File: src/rtl/usb_reg_arb_if.sv
// Register-bus bundle joining two bus masters and one shared register slave to the arbiter.
interface usb_reg_arb_if #(
    parameter int AW = 11
);
    logic          m0_cs;
    logic          m0_wr;
    logic [AW-1:0] m0_addr;
    logic [31:0]   m0_wdata;
    logic [3:0]    m0_be;
    logic [31:0]   m0_rdata;
    logic          m0_ack;
    logic          m0_err;

    logic          m1_cs;
    logic          m1_wr;
    logic [AW-1:0] m1_addr;
    logic [31:0]   m1_wdata;
    logic [3:0]    m1_be;
    logic [31:0]   m1_rdata;
    logic          m1_ack;
    logic          m1_err;

    logic          s_cs;
    logic          s_wr;
    logic [AW-1:0] s_addr;
    logic [31:0]   s_wdata;
    logic [3:0]    s_be;
    logic [31:0]   s_rdata;
    logic          s_ack;

    // master: the requesting environment (both bus masters plus the slave's reply); slave: the arbiter
    modport master (
        output m0_cs, m0_wr, m0_addr, m0_wdata, m0_be,
        input  m0_rdata, m0_ack, m0_err,
        output m1_cs, m1_wr, m1_addr, m1_wdata, m1_be,
        input  m1_rdata, m1_ack, m1_err,
        input  s_cs, s_wr, s_addr, s_wdata, s_be,
        output s_rdata, s_ack
    );

    modport slave (
        input  m0_cs, m0_wr, m0_addr, m0_wdata, m0_be,
        output m0_rdata, m0_ack, m0_err,
        input  m1_cs, m1_wr, m1_addr, m1_wdata, m1_be,
        output m1_rdata, m1_ack, m1_err,
        output s_cs, s_wr, s_addr, s_wdata, s_be,
        input  s_rdata, s_ack
    );
endinterface

File: src/rtl/usb_reg_arb.sv
// Two-master round-robin arbiter in front of a single register slave, with a BUSY timeout
// that turns a missing slave ack into an error response.
module usb_reg_arb #(
    parameter int TIMEOUT_CYC = 255,
    parameter int AW          = 11
) (
    input  logic         app_clk,
    input  logic         reset_ssn,
    usb_reg_arb_if.slave bus,
    output logic         busy,
    output logic         grant_id
);
    localparam int CW        = ($clog2(TIMEOUT_CYC + 1) > 8) ? $clog2(TIMEOUT_CYC + 1) : 8;
    localparam int TO_LAST_I = (TIMEOUT_CYC == 0) ? 0 : TIMEOUT_CYC - 1;
    localparam logic [CW-1:0] TO_LAST = CW'(TO_LAST_I);

    typedef enum logic [1:0] {
        IDLE,
        BUSY,
        DONE
    } state_t;

    state_t        state;
    logic          last_grant;
    logic [CW-1:0] to_cnt;

    logic          win_id;
    logic          win_wr;
    logic [AW-1:0] win_addr;
    logic [31:0]   win_wdata;
    logic [3:0]    win_be;
    logic          timeout_hit;
    logic [31:0]   rsp_data;

    // Round-robin pick: a lone requester wins, a tie goes to the master not granted last time
    always_comb begin
        win_id = 1'b0;
        if (bus.m0_cs && bus.m1_cs) begin
            win_id = ~last_grant;
        end else if (bus.m1_cs) begin
            win_id = 1'b1;
        end
        win_wr    = win_id ? bus.m1_wr    : bus.m0_wr;
        win_addr  = win_id ? bus.m1_addr  : bus.m0_addr;
        win_wdata = win_id ? bus.m1_wdata : bus.m0_wdata;
        win_be    = win_id ? bus.m1_be    : bus.m0_be;
    end

    assign timeout_hit = (TIMEOUT_CYC != 0) && (to_cnt == TO_LAST);
    assign rsp_data    = bus.s_ack ? bus.s_rdata : 32'h0;

    always_ff @(posedge app_clk or negedge reset_ssn) begin
        if (!reset_ssn) begin
            state        <= IDLE;
            last_grant   <= 1'b1;
            grant_id     <= 1'b0;
            busy         <= 1'b0;
            to_cnt       <= '0;
            bus.s_cs     <= 1'b0;
            bus.s_wr     <= 1'b0;
            bus.s_addr   <= '0;
            bus.s_wdata  <= '0;
            bus.s_be     <= '0;
            bus.m0_ack   <= 1'b0;
            bus.m0_err   <= 1'b0;
            bus.m0_rdata <= '0;
            bus.m1_ack   <= 1'b0;
            bus.m1_err   <= 1'b0;
            bus.m1_rdata <= '0;
        end else begin
            unique case (state)
                IDLE: begin
                    if (bus.m0_cs || bus.m1_cs) begin
                        state       <= BUSY;
                        busy        <= 1'b1;
                        grant_id    <= win_id;
                        last_grant  <= win_id;
                        to_cnt      <= '0;
                        bus.s_cs    <= 1'b1;
                        bus.s_wr    <= win_wr;
                        bus.s_addr  <= win_addr;
                        bus.s_wdata <= win_wdata;
                        bus.s_be    <= win_be;
                    end
                end
                BUSY: begin
                    if (to_cnt != '1) begin
                        to_cnt <= to_cnt + 1'b1;
                    end
                    // An ack arriving in the timeout cycle still counts as a normal completion
                    if (bus.s_ack || timeout_hit) begin
                        state    <= DONE;
                        busy     <= 1'b0;
                        bus.s_cs <= 1'b0;
                        if (grant_id == 1'b0) begin
                            bus.m0_ack   <= bus.s_ack;
                            bus.m0_err   <= ~bus.s_ack;
                            bus.m0_rdata <= rsp_data;
                        end else begin
                            bus.m1_ack   <= bus.s_ack;
                            bus.m1_err   <= ~bus.s_ack;
                            bus.m1_rdata <= rsp_data;
                        end
                    end
                end
                DONE: begin
                    state        <= IDLE;
                    bus.m0_ack   <= 1'b0;
                    bus.m0_err   <= 1'b0;
                    bus.m0_rdata <= '0;
                    bus.m1_ack   <= 1'b0;
                    bus.m1_err   <= 1'b0;
                    bus.m1_rdata <= '0;
                end
                default: state <= IDLE;
            endcase
        end
    end
endmodule

File: src/flat_wrapper.sv
// flat-port wrapper written by rule: the top's interface ports become plain ports
module usb_reg_arb_flat 
#(
    parameter int TIMEOUT_CYC = 255,
    parameter int AW          = 11
)
  (app_clk, reset_ssn, busy, grant_id, bus_m0_cs, bus_m0_wr, bus_m0_addr, bus_m0_wdata, bus_m0_be, bus_m0_rdata, bus_m0_ack, bus_m0_err, bus_m1_cs, bus_m1_wr, bus_m1_addr, bus_m1_wdata, bus_m1_be, bus_m1_rdata, bus_m1_ack, bus_m1_err, bus_s_cs, bus_s_wr, bus_s_addr, bus_s_wdata, bus_s_be, bus_s_rdata, bus_s_ack);
  usb_reg_arb_if #(.AW(AW)) bus_i ();
  input  logic app_clk;
  input  logic reset_ssn;
  output logic busy;
  output logic grant_id;
  input wire logic [$bits(bus_i.m0_cs)-1:0] bus_m0_cs;
  input wire logic [$bits(bus_i.m0_wr)-1:0] bus_m0_wr;
  input wire logic [$bits(bus_i.m0_addr)-1:0] bus_m0_addr;
  input wire logic [$bits(bus_i.m0_wdata)-1:0] bus_m0_wdata;
  input wire logic [$bits(bus_i.m0_be)-1:0] bus_m0_be;
  output wire logic [$bits(bus_i.m0_rdata)-1:0] bus_m0_rdata;
  output wire logic [$bits(bus_i.m0_ack)-1:0] bus_m0_ack;
  output wire logic [$bits(bus_i.m0_err)-1:0] bus_m0_err;
  input wire logic [$bits(bus_i.m1_cs)-1:0] bus_m1_cs;
  input wire logic [$bits(bus_i.m1_wr)-1:0] bus_m1_wr;
  input wire logic [$bits(bus_i.m1_addr)-1:0] bus_m1_addr;
  input wire logic [$bits(bus_i.m1_wdata)-1:0] bus_m1_wdata;
  input wire logic [$bits(bus_i.m1_be)-1:0] bus_m1_be;
  output wire logic [$bits(bus_i.m1_rdata)-1:0] bus_m1_rdata;
  output wire logic [$bits(bus_i.m1_ack)-1:0] bus_m1_ack;
  output wire logic [$bits(bus_i.m1_err)-1:0] bus_m1_err;
  output wire logic [$bits(bus_i.s_cs)-1:0] bus_s_cs;
  output wire logic [$bits(bus_i.s_wr)-1:0] bus_s_wr;
  output wire logic [$bits(bus_i.s_addr)-1:0] bus_s_addr;
  output wire logic [$bits(bus_i.s_wdata)-1:0] bus_s_wdata;
  output wire logic [$bits(bus_i.s_be)-1:0] bus_s_be;
  input wire logic [$bits(bus_i.s_rdata)-1:0] bus_s_rdata;
  input wire logic [$bits(bus_i.s_ack)-1:0] bus_s_ack;
  assign bus_i.m0_cs = bus_m0_cs;
  assign bus_i.m0_wr = bus_m0_wr;
  assign bus_i.m0_addr = bus_m0_addr;
  assign bus_i.m0_wdata = bus_m0_wdata;
  assign bus_i.m0_be = bus_m0_be;
  assign bus_m0_rdata = bus_i.m0_rdata;
  assign bus_m0_ack = bus_i.m0_ack;
  assign bus_m0_err = bus_i.m0_err;
  assign bus_i.m1_cs = bus_m1_cs;
  assign bus_i.m1_wr = bus_m1_wr;
  assign bus_i.m1_addr = bus_m1_addr;
  assign bus_i.m1_wdata = bus_m1_wdata;
  assign bus_i.m1_be = bus_m1_be;
  assign bus_m1_rdata = bus_i.m1_rdata;
  assign bus_m1_ack = bus_i.m1_ack;
  assign bus_m1_err = bus_i.m1_err;
  assign bus_s_cs = bus_i.s_cs;
  assign bus_s_wr = bus_i.s_wr;
  assign bus_s_addr = bus_i.s_addr;
  assign bus_s_wdata = bus_i.s_wdata;
  assign bus_s_be = bus_i.s_be;
  assign bus_i.s_rdata = bus_s_rdata;
  assign bus_i.s_ack = bus_s_ack;
  usb_reg_arb #(.TIMEOUT_CYC(TIMEOUT_CYC), .AW(AW)) u_core (.app_clk(app_clk), .reset_ssn(reset_ssn), .bus(bus_i), .busy(busy), .grant_id(grant_id));
endmodule
File: config.mk
export PLATFORM = sky130hd
export DESIGN_NAME = usb_reg_arb_flat
export DESIGN_NICKNAME = d
export VERILOG_FILES = /design/src/rtl/usb_reg_arb_if.sv /design/src/rtl/usb_reg_arb.sv /design/src/flat_wrapper.sv
export SDC_FILE = /design/constraint.sdc
export NUM_CORES = 1
export LEC_CHECK = 0
export BUFFER_PORTS_ARGS = -buffer_cell sky130_fd_sc_hd__buf_2
export CORE_UTILIZATION = 50
export CTS_CLUSTER_SIZE = 28
export DETAILED_ROUTE_END_ITERATION = 12
export GPL_ROUTABILITY_DRIVEN = 0
export MAX_ROUTING_LAYER = met4
export PLACE_DENSITY = 0.83
export SLEW_MARGIN = 10
export SYNTH_ARGS = -nofsm -noshare
export SYNTH_HDL_FRONTEND = slang
export SYNTH_SLANG_ARGS = --single-unit
File: constraint.sdc
create_clock -name app_clk -period 4.1 [get_ports app_clk]
set_clock_uncertainty 0.1 [all_clocks]
set_input_delay 0.82 -clock app_clk [delete_from_list [all_inputs] [get_ports app_clk]]
set_output_delay 0.82 -clock app_clk [all_outputs]
set_load 0.1 [all_outputs]
# Yosys cells after proc, flatten, opt, wreduce, memory -nomap -nowiden
# Index checks and enable logic that the tools add are counted.
totals:
  register_bits: 129
  input_bits: 133
  out_inout_bits: 119
op_classes:
  add_sub_neg: 1
  n_eq_ne: 9
  muxes: 34
  n_bitwise: 2
  reduce_logical: 12
op_table:
  columns: ["cell", "n"]
  rows:
  - ["two-way mux 32 bit", 6]
  - ["one-hot mux 32 bit (2 select lines)", 2]
  - ["two-way mux 8 bit", 2]
  - ["one-hot mux 8 bit (2 select lines)", 1]
  - ["two-way mux 1 bit", 13]
  - ["AND reduction 3 bit", 4]
  - ["two-way mux 11 bit", 1]
  - ["one-hot mux 1 bit (2 select lines)", 5]
  - ["adder 8 x 1 -> 8 bit, second input constant", 1]
  - ["equality test 8 bit, second input constant", 1]
  - ["inequality test 2 x 1 -> 1 bit, second input constant", 4]
  - ["inequality test 8 bit, second input constant", 1]
  - ["two-way mux 2 bit", 2]
  - ["two-way mux 4 bit", 1]
  - ["one-hot mux 2 bit (2 select lines)", 1]
  - ["AND reduction 2 bit", 2]
  - ["nonzero test 2 bit", 2]
  - ["equality test 2 x 1 -> 1 bit, second input constant", 1]
  - ["equality test 2 bit, second input constant", 1]
  - ["zero test 2 bit", 1]
  - ["logical OR 1 bit", 2]
  - ["inequality test 2 bit, second input constant", 1]
  - ["inverter 1 bit", 2]
  - ["logical AND 1 bit", 1]

# Depth between registers and ports, before layout
# Gate-level depths: netlist (run 1).
logic_depth:
  depth_word: 4
  ltp_mapped: 7
  mapped_depth_nobuf: 6

# Worst setup path after synthesis (run 1)
# Ideal clock, no wire load.
synth_path:
  path_type: "reg-to-output"
  startpoint: "register, netlist name u_core.bus.s_cs"
  endpoint: "output busy"
  arrival_ns: 1.340
  slack_ns: 1.840
  stages_incl_launch_ff: 2
  path_cell_list: "dfrtp_1 buf_4"
synth_rtl:
  columns: ["element", "line", "source"]
  rows:
  - ["to (decl)", "flat_wrapper.sv:11", "output logic busy;"]

# Worst setup path after layout (run 1)
layout_path:
  startpoint: "register u_core.grant_id"
  endpoint: "output grant_id"
layout_rtl:
  columns: ["element", "line", "source"]
  rows:
  - ["from (decl)", "usb_reg_arb.sv:11", "output logic grant_id"]
  - ["from (signal assigned)", "usb_reg_arb.sv:76", "grant_id <= win_id;"]
  - ["to (decl)", "flat_wrapper.sv:12", "output logic grant_id;"]
# No word-level cell between the ends.

==> results of run 1 <==
stage by stage:
step,std cells,setup slack (ps),utilization,hold WS (ps),instance area (um^2)
global placement,802,1670,0.647,356,6710
CTS,834,1700,0.708,289,7340
floorplan,438,1840,-,412,5380
detailed placement,802,1550,0.647,364,6710
global route,836,1670,0.708,319,7340
finish,836,1730,0.708,271,7340
how the worst max path moves through the flow:
stage | end | slack (ps) | cells past startpoint | start
global placement | u_core.bus.s_addr[2] | 1670 | 5 | bus_m1_cs
global route | grant_id | 1670 | 1 | u_core.grant_id
finish | grant_id | 1730 | 1 | u_core.grant_id
detailed placement | u_core.bus.s_wdata[2] | 1550 | 5 | bus_m1_cs
floorplan | busy | 1840 | 1 | u_core.bus.s_cs
CTS | grant_id | 1700 | 1 | u_core.grant_id
per-layer routing:
metal  share of wire  vias up  wire length [um]  global-route usage
li1                -     2094                 -                   -
met1            0.41     2129              5770               0.314
met2            0.49      207              6880               0.424
met3           0.063       34               878              0.0662
met4           0.030        0               425               0.146
met5               0        -                 0                   -
layout make-up:
class	count	area, um^2	area share
Tap cell	136	170	0.0232
Timing Repair Buffer	257	1330	0.181
Multi-Input combinational cell	277	1970	0.268
Antenna cell	2	5.00	0.000682
Inverter	3	11.3	0.00153
Clock inverter	9	153	0.0208
Clock buffer	23	477	0.0649
Sequential cell	129	3230	0.440
flip-flops by register name (all words and copies together), names as in the netlist:
signal and count:
u_core.bus.m0_err 1, u_core.bus.s_addr 11, u_core.bus.m1_rdata 32, u_core.bus.s_be 4, u_core.bus.s_wdata 32, u_core.bus.m1_ack 1, u_core.bus.m1_err 1, u_core.last_grant 1
u_core.bus.s_wr 1, u_core.state 2, u_core.bus.m0_ack 1, u_core.bus.s_cs 1, u_core.grant_id 1, u_core.to_cnt 8, u_core.bus.m0_rdata 32
cells in the final DEF (no fill, tap or decap), types with 3 or more instances in the layout:
cell type   Yosys  routed
a22o_1         62      62
clkbuf_16       0      16
a21oi_1         3       3
clkinvlp_4      0       3
nor2_1         12      10
buf_4           2       5
inv_1           3       3
mux2i_1        50      50
buf_2          14     250
dfrtp_1       128     128
clkbuf_8        0       5
bufinv_16       0       4
o21ai_1         6       6
o211ai_1        3       3
nand2_1        53      53
o21ai_0        52      52
cell families (layout without fill, tap and decap cells):
family,count (synthesis),count (layout),share of synthesized area
compound gates,140,140,0.191
flops,129,129,0.601
simple gates,81,81,0.0670
mux,50,50,0.0931
buf+inv,32,292,0.0368
xor+xnor,4,4,0.00652
fa+ha+maj,2,2,0.00465
other cells,0,2,0
==> results.json, run 1 <==
{
  "status": "finished, final reports clean",
  "crit_path_cell_trace": "buf_2",
  "endpoint_kind": "primary output",
  "ys_top_cells_by_area": "dfrtp_1 (60%), a22o_1 (10%), mux2i_1 (9.3%)",
  "ys_async_sr_fraction": 1.00,
  "portBuffers": 251,
  "crit_arrival_ps": 1450,
  "drc": 0,
  "max_freq_mhz": 421,
  "synthToLayoutAreaGrowth_pct": 36.6,
  "clock_sinks": 129,
  "gr-usage-all-layers": 0.268,
  "dpl.hpwl_um": 10100,
  "hold_violations": 0,
  "ys.flop_type": "dfrtp_1",
  "reg2reg_depth": 6,
  "overflow": 0,
  "clock_path_buffers": 2,
  "clock_latency_ps": 510,
  "post_cts_buffers": 0,
  "ys_types": 40,
  "required_ps": 3180,
  "cpLargestDelayFamily": "buffers and inverters",
  "period_share": 0.579,
  "path_buf_inv": 1,
  "core_um2": 10400,
  "tns_ps": 0,
  "yosysMostFrequentCell": "dfrtp_1",
  "first_pass_iters": 4,
  "r2r_end": "u_core.bus.m0_rdata[23]",
  "vias": 4464,
  "wl_per_cell_um": 16.7,
  "hp-class": "input port to asynchronous set/reset pin",
  "rsz0062_at_grt": "false",
  "synthCells": 438,
  "synth_seq_area_share": 0.601,
  "finalMaxSlewViolations": 0,
  "slowest_delay_ps": 490,
  "layout.nets": 820,
  "synth_fp_nets": 573,
  "start_kind": "flip-flop",
  "cts_htree_levels": 4,
  "start_util": 0.518,
  "worstReg2RegStart": "u_core.to_cnt[0]",
  "fillers": 759,
  "vias_per_cell": 5.34,
  "ys_ff_latch": 129,
  "io_pins": 252,
  "cap_violations": 0,
  "relSlewSlack": 0.330,
  "grt_pass1_vias": 4489,
  "ctsHoldBuffers": 0,
  "synth_edf_count": 0,
  "clkTransAtPathRegs_ps": 60,
  "yosys.area.top_type_share": 0.596,
  "synth_area_leader_cell": "dfrtp_1",
  "reg2reg_slack_ps": 1910,
  "path_max_fanout": 5,
  "grt_max_degree": 85,
  "totalWireLength_um": 14000,
  "crit_type": "flip-flop to primary output",
  "setup_viol": 0,
  "final.min_clock_period_ps": 2370,
  "grt_pass1_wl_um": 22000,
  "fp.dieH_um": 106,
  "yosys_warnings": 0,
  "drive_gt1_frac": 0.430,
  "ctsResizeCount": 0,
  "cts_tree": "built",
  "syn_avg_cell_area_um2": 12.3,
  "die_area_um2": 11200,
  "synth_common_cells": "dfrtp_1 (128), a22o_1 (62), nand2_1 (53)",
  "root_buffer": "clkbuf_8",
  "tightestPinTransition_ps": 1010,
  "rows": 37,
  "cts_made_buffers": 17,
  "synth_area_um2": 5380,
  "drtIter0Drc": 198,
  "crit_path_top_delay_cell": "buf_2",
  "ant_nets": 0,
  "antenna_found_initial": 2,
  "die_w_um": 106
}
Power of run 1 is left out: the tool's default activity adds up to more than one toggle a clock period on the data nets, which glitch-free logic cannot reach.
==> run 2: changes to the inputs <==
--- a/config.mk
+++ b/config.mk
@@ -5,13 +5,14 @@
 export SDC_FILE = /design/constraint.sdc
 export NUM_CORES = 1
 export LEC_CHECK = 0
+export ABC_AREA = 1
 export BUFFER_PORTS_ARGS = -buffer_cell sky130_fd_sc_hd__buf_2
-export CORE_UTILIZATION = 50
+export CORE_UTILIZATION = 48
 export CTS_CLUSTER_SIZE = 28
 export DETAILED_ROUTE_END_ITERATION = 12
 export GPL_ROUTABILITY_DRIVEN = 0
 export MAX_ROUTING_LAYER = met4
-export PLACE_DENSITY = 0.83
+export PLACE_DENSITY = 0.79
 export SLEW_MARGIN = 10
 export SYNTH_ARGS = -nofsm -noshare
 export SYNTH_HDL_FRONTEND = slang
==> constraint.sdc (replaced) <==
create_clock -name app_clk -period 2.4 [get_ports app_clk]
set_clock_uncertainty 0.1 [all_clocks]
set_input_delay 0.48 -clock app_clk [delete_from_list [all_inputs] [get_ports app_clk]]
set_output_delay 0.48 -clock app_clk [all_outputs]
set_load 0.1 [all_outputs]
==> run 2 against run 1 <==
Worst setup slack got worse by 1200 ps; synthesized cell count increased by 66%; first-iteration DRC count grew to 3.3 times the previous value; utilization is 4.0 points lower.
==> results.json, run 2 <==
{
  "design_area_um2": 7800,
  "synth_seq_area_share": 0.551,
  "slowest_delay_ps": 470,
  "ctsResizeCount": 0,
  "hp-class": "input port to flip-flop",
  "grt_pass1_wl_um": 27500,
  "reg2reg_depth": 8,
  "mostFrequentLayoutCell": "buf_2",
  "synthCells": 727,
  "yosys_warnings": 0,
  "max_freq_mhz": 526,
  "status": "finished, final reports clean",
  "ys_types": 25,
  "synth_fp_nets": 862,
  "yosys.area.top_type_share": 0.547,
  "drive_gt1_frac": 0.320,
  "vias": 5764,
  "cts_htree_levels": 4,
  "start_util": 0.502,
  "drc": 0,
  "final.min_clock_period_ps": 1900,
  "cts_made_buffers": 17,
  "die_w_um": 112,
  "grt_max_degree": 69,
  "setup_viol": 0,
  "synth_edf_count": 0,
  "layout.nets": 1103,
  "cap_violations": 0,
  "tightestPinTransition_ps": 529,
  "clock_latency_ps": 410,
  "ys_async_sr_fraction": 1.00,
  "relSlewSlack": 0.649,
  "clock_sinks": 129,
  "cp.depth": 1,
  "synth_common_cells": "nand2_1 (248), dfrtp_1 (128), nor2_1 (91)",
  "clkTransAtPathRegs_ps": 60,
  "place_inst": 1091,
  "multi_input_area_um2": 2330,
  "start_kind": "flip-flop",
  "root_buffer": "clkbuf_16",
  "overflow": 0,
  "synthToLayoutAreaGrowth_pct": 33.1,
  "ys_top_cells_by_area": "dfrtp_1 (55%), nand2_1 (16%), nand3_1 (6.6%)",
  "period_share": 0.792,
  "antenna_found_initial": 0,
  "hold_violations": 0,
  "tns_ps": 0,
  "cts_tree": "built",
  "gr-usage-all-layers": 0.288,
  "ys_ff_latch": 129,
  "final_cells": 1124,
  "core_um2": 11700,
  "synth_area_leader_cell": "dfrtp_1",
  "cpLargestDelayFamily": "buffers and inverters",
  "reg_top3": "u_core.bus.m0_rdata: 32 flops, u_core.bus.m1_rdata: 32 flops, u_core.bus.s_wdata: 32 flops",
  "rsz0062_at_grt": "false",
  "vias_per_cell": 5.13,
  "clock_path_buffers": 2,
  "crit_type": "flip-flop to primary output",
  "drtIter0Drc": 644,
  "rows": 39,
  "ant_nets": 0,
  "grt_pass1_vias": 5541,
  "wl_per_cell_um": 14.9,
  "endpoint_kind": "primary output",
  "io_pins": 252,
  "worst_slack_ps": 499,
  "first_pass_iters": 5,
  "final_cell_mix": "buf_2 (250), nand2_1 (247), dfrtp_1 (128)",
  "num_antenna_cells": 0,
  "crit_path_cell_trace": "buf_2",
  "dpl.hpwl_um": 11600,
  "post_cts_buffers": 0,
  "synth_area_um2": 5860,
  "crit_path_top_delay_cell": "buf_2",
  "path_buf_inv": 1,
  "portBuffers": 251,
  "preCtsSetupSlack_ps": 536,
  "ys.flop_type": "dfrtp_1",
  "yosysMostFrequentCell": "nand2_1",
  "path_max_fanout": 3,
  "totalWireLength_um": 16800,
  "required_ps": 1820,
  "placed_area_um2": 7230,
  "crit_arrival_ps": 1320,
  "syn_avg_cell_area_um2": 8.06,
  "min_path_cells": 3,
  "finalMaxSlewViolations": 0,
  "ctsHoldBuffers": 1,
  "fp.dieH_um": 112,
  "regArea_um2": 3230,
  "die_area_um2": 12700,
  "fillers": 1010
}
-- run 2: cell count changes in the layout (fill, tap and decap cells not counted), moves of 11 or more --
cell / before / now
nor2_1: 10 / 91
o21ai_1: 6 / 41
o21ai_0: 52 / 63
mux2i_1: 50 / 0
a22o_1: 62 / 0
nand3_1: 2 / 77
nand2_1: 53 / 247
-- run 2: metal layers --
| layer | track usage | vias up | routed length, um |
|---|---|---|---|
| met3 | 0.0540 | 29 | 1140 |
| met1 | 0.360 | 2628 | 6960 |
| met2 | 0.460 | 279 | 8240 |
| li1 | - | 2828 | - |
| met4 | 0.130 | 0 | 416 |
| met5 | - | - | 0 |
-- run 2: cell families (layout without fill, tap and decap cells) --
kind of cell	count (synthesis)	after routing	synth area share
flops	129	129	0.551
fa+ha+maj	2	2	0.00427
xor+xnor	2	2	0.00299
compound gates	107	107	0.0953
buf+inv	62	316	0.0519
simple gates	425	425	0.294
-- run 2: worst paths after layout --
| kind | startpoint | end | slack, ps |
|---|---|---|---|
| worst max-delay path | u_core.grant_id | grant_id | 500 |
| worst min-delay path | bus_m1_addr[2] | u_core.bus.s_addr[2] | 220 |
| worst max register to register | u_core.state[1] | u_core.bus.m0_rdata[11] | 540 |
| worst min register to register | u_core.bus.m0_rdata[7] | u_core.bus.m0_rdata[7] | 370 |
| max in group asynchronous | reset_ssn | u_core.last_grant | 1080 |
| min in group asynchronous | reset_ssn | u_core.bus.m0_rdata[16] | 450 |
-- run 2: area by class of cell --
| class | instances | area share |
|---|---|---|
| Sequential cell | 129 | 0.414 |
| Multi-Input combinational cell | 536 | 0.299 |
| Timing Repair Buffer | 269 | 0.184 |
| Clock buffer | 17 | 0.0546 |
| Tap cell | 143 | 0.0229 |
| Clock inverter | 15 | 0.0173 |
| Inverter | 15 | 0.00722 |
-- run 2: metrics by stage --
| step | hold slack (ps) | util |
|---|---|---|
| floorplan | 84.4 | - |
| global placement | 319 | 0.620 |
| detailed placement | 322 | 0.620 |
| CTS | 209 | 0.668 |
| global route | 227 | 0.668 |
| finish | 224 | 0.668 |
Power of run 2 is left out for the same reason.
==> run 3: changes to the inputs <==
==> constraint.sdc (replaced) <==
create_clock -name app_clk -period 1.8 [get_ports app_clk]
set_clock_uncertainty 0.1 [all_clocks]
set_input_delay 0.36 -clock app_clk [delete_from_list [all_inputs] [get_ports app_clk]]
set_output_delay 0.36 -clock app_clk [all_outputs]
set_load 0.1 [all_outputs]
==> run 3 against run 2 <==
Cell area is 2.0% higher; sequential share of layout area is 0.78 points lower; global-route usage is 0.42 points lower; hold slack worse by 110 ps; largest cell class unchanged.
==> results.json, run 3 (synthesis gave the netlist of run 2 again) <==
{
  "ant_nets": 0,
  "grt_pass1_wl_um": 27300,
  "grt_max_degree": 57,
  "core_um2": 11700,
  "tightestPinTransition_ps": 526,
  "drc": 0,
  "vias": 5809,
  "mostFrequentLayoutCell": "buf_2",
  "endpoint_kind": "primary output",
  "crit_path_cell_trace": "buf_2",
  "cts_tree": "built",
  "max_freq_mhz": 590,
  "grt_pass1_vias": 5597,
  "root_buffer": "clkbuf_16",
  "required_ps": 1340,
  "regArea_um2": 3230,
  "final.min_clock_period_ps": 1690,
  "totalWireLength_um": 16400,
  "cts_htree_levels": 4,
  "crit_path_top_delay_cell": "buf_2",
  "post_cts_buffers": 0,
  "crit_type": "flip-flop to primary output",
  "io_pins": 252,
  "status": "finished, final reports clean",
  "path_buf_inv": 1,
  "path_max_fanout": 3,
  "rsz0062_at_grt": "false",
  "synthToLayoutAreaGrowth_pct": 35.8,
  "start_util": 0.502,
  "clock_latency_ps": 400,
  "multi_input_area_um2": 2330,
  "drtIter0Drc": 479,
  "slowest_delay_ps": 460,
  "die_w_um": 112,
  "vias_per_cell": 5.11,
  "start_kind": "flip-flop",
  "wl_per_cell_um": 14.4,
  "clkTransAtPathRegs_ps": 60,
  "relSlewSlack": 0.652,
  "dpl.hpwl_um": 11900,
  "clock_sinks": 129,
  "clock_path_buffers": 2,
  "rows": 39,
  "fillers": 976,
  "reg_top3": "u_core.bus.m0_rdata: 32 flops, u_core.bus.m1_rdata: 32 flops, u_core.bus.s_wdata: 32 flops",
  "crit_arrival_ps": 1230,
  "cpLargestDelayFamily": "buffers and inverters",
  "antenna_found_initial": 0,
  "die_area_um2": 12700,
  "drive_gt1_frac": 0.328,
  "hp-class": "input port to flip-flop",
  "period_share": 0.942,
  "fp.dieH_um": 112,
  "gr-usage-all-layers": 0.284,
  "num_antenna_cells": 0,
  "first_pass_iters": 5,
  "portBuffers": 251,
  "cts_made_buffers": 17,
  "hold_violations": 0,
  "overflow": 0,
  "setup_viol": 0,
  "cap_violations": 0,
  "layout.nets": 1116,
  "tns_ps": 0,
  "final_cell_mix": "buf_2 (250), nand2_1 (247), dfrtp_1 (126)",
  "finalMaxSlewViolations": 0
}
[run 3: cell types whose count changed in the layout (fill, tap and decap cells not counted)]
cell,change
inv_6,-4
clkbuf_1,+3
dfrtp_1,-2
clkbuf_8,+2
clkinv_4,-1
clkinv_2,+2
buf_6,+1
clkinvlp_4,-2
dfrtp_2,+2
buf_4,+7
buf_12,+5
[run 3: final cells by class]
cell class | count | area share
Timing Repair Buffer | 282 | 0.201
Inverter | 15 | 0.00708
Tap cell | 143 | 0.0225
Clock buffer | 22 | 0.0584
Clock inverter | 10 | 0.0109
Sequential cell | 129 | 0.406
Multi-Input combinational cell | 536 | 0.293
[run 3: timing repair]
action	4_1_cts	5_1_grt
hold endpoints to repair	32	0
endpoints found under the setup margin	0	1
resized for setup	0	1
hold buffers	1	0
[run 3: per-layer routing]
layer  vias up  share of wire  track usage
met1      2672           0.42        0.356
met5         -              0            -
met2       266           0.49        0.455
met4         0          0.021       0.0960
met3        21          0.067       0.0670
li1       2850              -            -
[run 3: final timing paths]
| path | to | depth (start not counted) | start | slack (ps) |
|---|---|---|---|---|
| min reg2reg | u_core.bus.m0_rdata[6] | 2 | u_core.bus.m0_rdata[6] | 360 |
| max reg2reg | u_core.bus.m0_rdata[27] | 7 | u_core.state[1] | 110 |
| max | grant_id | 1 | u_core.grant_id | 110 |
| min in group asynchronous | u_core.bus.m0_rdata[16] | 2 | reset_ssn | 340 |
| max in group asynchronous | u_core.last_grant | 3 | reset_ssn | 700 |
| min | u_core.bus.s_wdata[11] | 3 | bus_m1_wdata[11] | 110 |
[run 3: worst min-delay path, cell delays in order]
cell	delay [ps]
buf_2	70
nor2_1	30
o21ai_1	110
[run 3: through the flow]
step | hold slack [ps] | instance area [um^2] | cells | util | setup WS [ps]
5_1_grt | 98.4 | 7950 | 1137 | 0.682 | 1.94
2_1_floorplan | -35.6 | 5860 | 727 | - | 91.9
6_report | 110 | 7950 | 1137 | 0.682 | 105
3_5_place_dp | 196 | 7390 | 1104 | 0.634 | 110
4_1_cts | 92.5 | 7950 | 1137 | 0.682 | 74.3
3_3_place_gp | 195 | 7390 | 1104 | 0.634 | 156
Power of run 3 is left out for the same reason.
